==> src/rtl/lemming_dig_arbiter.sv <==
// Round-robin arbiter lending one digging tool to four lemmings, with a
// per-grant dig limit, ground-loss abort, timeout lock-out and cooldown gap.
module lemming_dig_arbiter #(
  parameter int MAX_DIG  = 16,
  parameter int COOLDOWN = 2
) (
  input  logic       clk,
  input  logic       resetn,
  input  logic [3:0] req,
  input  logic [3:0] ground,
  output logic [3:0] gnt,
  output logic       gnt_valid,
  output logic [1:0] gnt_id,
  output logic       timeout,
  output logic       abort,
  output logic [7:0] dig_cnt
);

  // state | meaning
  // IDLE  | tool free, eligible requests evaluated every cycle
  // GRANT | owner gnt_id digging, dig_cnt counts granted cycles
  // COOL  | forced idle gap of COOLDOWN cycles after a grant ends
  typedef enum logic [1:0] {IDLE, GRANT, COOL} state_t;

  localparam logic [7:0] DIG_LAST  = 8'(MAX_DIG - 1);
  localparam logic [3:0] COOL_LOAD = 4'(COOLDOWN - 1);

  state_t     state, state_n;
  logic [3:0] lock, lock_n;
  logic [3:0] cool_cnt, cool_n;
  logic [3:0] gnt_n;
  logic       gnt_valid_n;
  logic [1:0] gnt_id_n;
  logic [7:0] dig_cnt_n;
  logic       timeout_n, abort_n;

  logic [3:0] elig;
  logic [1:0] start, idx, win;
  logic       found;
  logic       grant_end;

  always_comb begin
    elig  = req & ground & ~lock;
    start = gnt_id + 2'd1;
    idx   = 2'd0;
    win   = start;
    found = 1'b0;
    for (int k = 0; k < 4; k++) begin
      idx = start + 2'(k);
      if (!found && elig[idx]) begin
        found = 1'b1;
        win   = idx;
      end
    end
  end

  always_comb begin
    state_n   = state;
    gnt_n     = gnt;
    gnt_id_n  = gnt_id;
    dig_cnt_n = dig_cnt;
    timeout_n = 1'b0;
    abort_n   = 1'b0;
    cool_n    = cool_cnt;
    lock_n    = lock & req;
    grant_end = 1'b0;

    case (state)
      IDLE: begin
        if (found) begin
          state_n   = GRANT;
          gnt_n     = 4'b0001 << win;
          gnt_id_n  = win;
          dig_cnt_n = 8'd0;
        end
      end
      GRANT: begin
        // fall beats release beats timeout when several hold on one edge
        if (!ground[gnt_id]) begin
          grant_end = 1'b1;
          abort_n   = 1'b1;
        end else if (!req[gnt_id]) begin
          grant_end = 1'b1;
        end else if (dig_cnt == DIG_LAST) begin
          grant_end      = 1'b1;
          timeout_n      = 1'b1;
          lock_n[gnt_id] = 1'b1;
        end else begin
          dig_cnt_n = dig_cnt + 8'd1;
        end
        if (grant_end) begin
          gnt_n     = 4'b0000;
          dig_cnt_n = 8'd0;
          if (COOLDOWN > 0) begin
            state_n = COOL;
            cool_n  = COOL_LOAD;
          end else begin
            state_n = IDLE;
          end
        end
      end
      COOL: begin
        if (cool_cnt == 4'd0) state_n = IDLE;
        else                  cool_n  = cool_cnt - 4'd1;
      end
      default: state_n = IDLE;
    endcase

    gnt_valid_n = |gnt_n;
  end

  always_ff @(posedge clk) begin
    if (!resetn) begin
      state     <= IDLE;
      gnt       <= 4'b0000;
      gnt_valid <= 1'b0;
      gnt_id    <= 2'd3;
      timeout   <= 1'b0;
      abort     <= 1'b0;
      dig_cnt   <= 8'd0;
      lock      <= 4'b0000;
      cool_cnt  <= 4'd0;
    end else begin
      state     <= state_n;
      gnt       <= gnt_n;
      gnt_valid <= gnt_valid_n;
      gnt_id    <= gnt_id_n;
      timeout   <= timeout_n;
      abort     <= abort_n;
      dig_cnt   <= dig_cnt_n;
      lock      <= lock_n;
      cool_cnt  <= cool_n;
    end
  end

endmodule
==> config.mk <==
export PLATFORM = sky130hd
export DESIGN_NAME = lemming_dig_arbiter
export DESIGN_NICKNAME = d
export VERILOG_FILES = /design/src/rtl/lemming_dig_arbiter.sv
export SDC_FILE = /design/constraint.sdc
export NUM_CORES = 1
export LEC_CHECK = 0
export CORE_MARGIN = 2
export CORE_UTILIZATION = 45
export CTS_BUF_LIST = sky130_fd_sc_hd__clkbuf_4
export DETAILED_ROUTE_END_ITERATION = 10
export GPL_ROUTABILITY_DRIVEN = 0
export HOLD_SLACK_MARGIN = 0.1
export PLACE_DENSITY = 0.68
export SLEW_MARGIN = 20
export SYNTH_ARGS = -nofsm -noshare
export SYNTH_HDL_FRONTEND = slang
export SYNTH_SLANG_ARGS = --single-unit
export TNS_END_PERCENT = 50
==> constraint.sdc <==
create_clock -name clk -period 2.3 [get_ports clk]
set_input_delay 0.46 -clock clk [delete_from_list [all_inputs] [get_ports clk]]
set_output_delay 0.46 -clock clk [all_outputs]
set_load 0.01 [all_outputs]
# ---- Word-level counts from Yosys, hierarchy flattened
# Cells that the tools add are included.
dict set report totals {
  wordCells 101
  register_bits 27
  in_bits 10
  out_inout_bits 17
}
dict set report classes {
  bitwise 5
  n_lt_le_gt_ge 6
  shift 1
  n_reduce_logical 18
  addsub 6
  eq_ne 10
  mux 46
}
# op count
set op_table {}
lappend op_table {{2-to-1 mux 8 bit} 5}
lappend op_table {{2-to-1 mux 4 bit} 8}
lappend op_table {{2-to-1 mux 1 bit} 16}
lappend op_table {{one-hot mux 4 bit (2 select lines)} 2}
lappend op_table {{one-hot mux 8 bit (2 select lines)} 1}
lappend op_table {{less-than comparator 2 x 3 -> 1 bit (second input constant)} 5}
lappend op_table {{AND 4 bit} 3}
lappend op_table {{binary-select mux 1 bit (select 2 bit)} 6}
lappend op_table {{2-to-1 mux 2 bit} 6}
lappend op_table {{!= test 3 bit (second input constant)} 3}
lappend op_table {{adder 8 x 1 -> 8 bit (second input constant)} 1}
lappend op_table {{== test 8 x 4 -> 1 bit (second input constant)} 1}
lappend op_table {{!= test 2 bit (second input constant)} 4}
lappend op_table {{one-hot mux 2 bit (3 select lines)} 1}
lappend op_table {{AND reduction 3 bit} 2}
lappend op_table {{AND reduction 5 bit} 1}
lappend op_table {{adder 2 x 1 -> 2 bit (second input constant)} 2}
lappend op_table {{adder 2 bit (second input constant)} 2}
lappend op_table {{logical AND 1 bit} 4}
lappend op_table {{logical NOT 4 bit} 1}
lappend op_table {{NOT 4 bit} 1}
lappend op_table {{bitwise OR 4 bit} 1}
lappend op_table {{AND reduction 2 bit} 2}
lappend op_table {{AND reduction 4 bit} 1}
lappend op_table {{other kinds (10)} 13}

# ---- Longest topological paths before layout
dict set report depth {
  ltp_word 18
  mapped_depth 7
}

# ---- Worst setup path before layout
# No wires, ideal clock.
dict set report synth_timing {
  path_kind {register -> register}
  from {reg gnt_id[0]}
  to {reg gnt[1]}
  setup_slack_ns 0.443
  setup_ns 0.092
  required_time_ns 2.208
  path_stages_with_launch 7
  period_less_slack_ns 1.857
  t_arrival_ns 1.764
  path_buffers 0
  path_cell_list {dfxtp_1 -> inv_1 -> ha_1 -> a2bb2oi_1 -> nor2_1 -> a221o_1 -> o32ai_1}
}
dict set report synth_between {
  elab_chain_len 16
  elab_cells_between_ends 36
}
# item line_no
set synth_lines {}
lappend synth_lines {{from (decl)} 13} ;# output logic [1:0] gnt_id,
lappend synth_lines {{from (signal assigned)} 127} ;# gnt_id <= gnt_id_n;
lappend synth_lines {{parallel branches: the longest is 15 deep, another holds adder 2 x 1 -> 2 bit} -}
lappend synth_lines {{one-hot mux 4 bit (2 select lines) (*)} 68} ;# case (state)
lappend synth_lines {{to (signal assigned)} 125} ;# gnt <= gnt_n;
lappend synth_lines {{to (decl)} 11} ;# output logic [3:0] gnt,
# Mark *: on every way between the ends. The select of a mux whose other input is x is not followed.
# A chain may end at the register's enable or synchronous reset.

# ---- Final worst setup path
dict set report layout_timing {
  from {reg gnt_id[1]}
  to {reg gnt[1]}
}
# The elaborated chain is that of the path after synthesis.

==> flow_metrics.tcl <==
set metrics [dict create \
    status "completed" \
    ctsHtreeMaxLevel 1 \
    ir_worst_vdd_v 0.000260 \
    fin_crit_ns 2.01 \
    required_ns 2.54 \
    grt_usage 0.196 \
    grt_pass1_wl_um 5400 \
    syn-cell-area_um2 1450 \
    endpoint_kind "register" \
    netlist_top_cells_area "dfxtp_1 (37%), ha_1 (6.1%), xor2_1 (4.2%)" \
    first_pass_iters 4 \
    clock-root-buffer "clkbuf_4" \
    cts_sinks 27 \
    portBuffers 26 \
    hold_viol_final 0 \
    yosys.area.top_type "dfxtp_1" \
    routedWlPerCell_um 13.7 \
    drv_cap 0 \
    final_nets 199 \
    grt_overflow 0 \
    drc 0 \
    antenna_found_initial 0 \
    slew_violations 0 \
    avgSynthCellArea_um2 9.78 \
    ys_seq_area_frac 0.373 \
    async_reset_ff_frac 0 \
    core_area_um2 3050 \
    period_share 0.872 \
    pre_cts_ws_ns 0.0700 \
    total_power_mw 1.08 \
    ys_ff_latch 27 \
    fmax_ghz 0.499 \
    start_kind "register" \
    drive_above_1_share 0.116 \
    setup_viol 0 \
    vias_per_cell 5.44 \
    final_common_cell "dfxtp_1" \
    area_growth_pct 25.2 \
    power_leakage_nw 0.687 \
    finClkSkew_ns 0.00814 \
    finalSetupTns_ns 0 \
    placed_area_um2 1790 \
    yosysWarnings 0 \
    insertion_delay_ns 0.33 \
    criticalPathCategory "register to register" \
    cts-hold-fix-buffers 0 \
    final_util 0.594 \
    clk_pin_slew_ns 0.16 \
    setup_slack_ns 0.294 \
    worst-path-max-fanout 7 \
    rsz0062_at_grt "no" \
    hold_class "register to register" \
    cts_setup_buffers 0 \
    post-synth-top-area-fraction 0.373 \
    die_height_um 60.7 \
    cts.repair.resized 0 \
    first_global_vias 1168 \
    synth_nets 165 \
    synth_edf_count 0 \
    initial_utilization 0.474 \
    layout_common_cells "dfxtp_1 (27), clkdlybuf4s50_1 (26), nor2_1 (14)" \
    dp_hpwl_um 2390 \
    cts_buffers 3 \
    ios 27 \
    vias 1223 \
    final_cell_area_um2 1810 \
    maxSlewHeadroom 0.650 \
    cp.arrival_ns 2.25 \
    synthCells 148 \
    dieWidth_um 60.7 \
    antenna_left 0 \
    drt_wl_total_um 3070 \
    power_density_nw_per_um2 597 \
    num_antenna_cells 0 \
    max_slew.worst_pin.slew_ns 0.520 \
    die_area_um2 3690 \
    rows 20 \
    synth_flop_cell "dfxtp_1" \
    cts_tree "yes" \
    yosysUniqueCellTypes 48 \
    cts_buffer_depth 2 \
    first_iter_violations 46 \
    grt_max_degree 16 \
    fillCellCount 273 \
]
final timing paths:
path                                 from  endpoint  slack, ns  cells after the start
worst max register to register  gnt_id[1]    gnt[1]       0.29                      6
worst min register to register     gnt[2]    gnt[2]       0.50                      2
worst max-delay path            gnt_id[1]    gnt[1]       0.29                      6
worst min-delay path               gnt[2]    gnt[2]       0.50                      2
Yosys cell counts (all sizes together) (2+ instances only):
cell and number:
o21ai 8, or4 2, nand3 7, nor4 3, ha 7, a21oi 6, nand2b 2, nand2 14
o22ai 3, mux4 2, nor2b 3, and3 2, nand3b 4, nand4 2, o32ai 2, nor2 15
inv 8, a32o 4, dfxtp 27, o21bai 2, xor2 7, nor3b 2
metrics by stage:
stage | hold slack, ns | std cells
floorplan | 0.478 | 148
global placement | 0.459 | 221
detailed placement | 0.477 | 221
CTS | 0.497 | 225
global route | 0.522 | 225
finish | 0.496 | 225
layout make-up:
class                           count  area, µm²  area share
Clock inverter                      1       5.00     0.00276
Tap cell                           44       55.1      0.0304
Clock buffer                        3       22.5      0.0124
Multi-Input combinational cell    111        862       0.476
Inverter                            8       30.0      0.0166
Sequential cell                    27        541       0.298
Timing Repair Buffer               31        298       0.164
power breakdown:
group          internal, mW  switching (mW)
Combinational         0.161           0.175
Clock                0.0653           0.147
Sequential            0.501          0.0349
Total                 0.727           0.356
flip-flops by register name, summed over array words and instances (netlist names), 2 cells and up:
signal / flops
gnt_id: 2
dig_cnt: 8
cool_cnt: 4
lock: 4
state: 2
gnt: 4
layer usage:
metal / vias to the layer above / track usage / wire length [µm]
met1: 585 / 0.259 / 1460
met3: 6 / 0.0299 / 77
met4: 0 / 0.0807 / 42
li1: 614 / - / -
met5: - / 0 / 0
met2: 18 / 0.320 / 1500
cells by family after synthesis:
family	count (synthesis)	share of synthesized area
AO/OA/AOI/OAI	35	0.182
AND/OR/NAND/NOR	60	0.277
flip-flops	27	0.373
multiplexers	2	0.0337
buffers and inverters	10	0.0311
adder cells (fa/ha/maj)	7	0.0605
XOR/XNOR	7	0.0424
worst max-delay path, cell delays in order, from the launching register on:
cell       delay, ns
dfxtp_1         0.50
inv_1           0.11
ha_1            0.41
a2bb2oi_1       0.20
nor2_1          0.07
a221o_1         0.32
o32ai_1         0.31
Power figures use the tool's default switching activity.
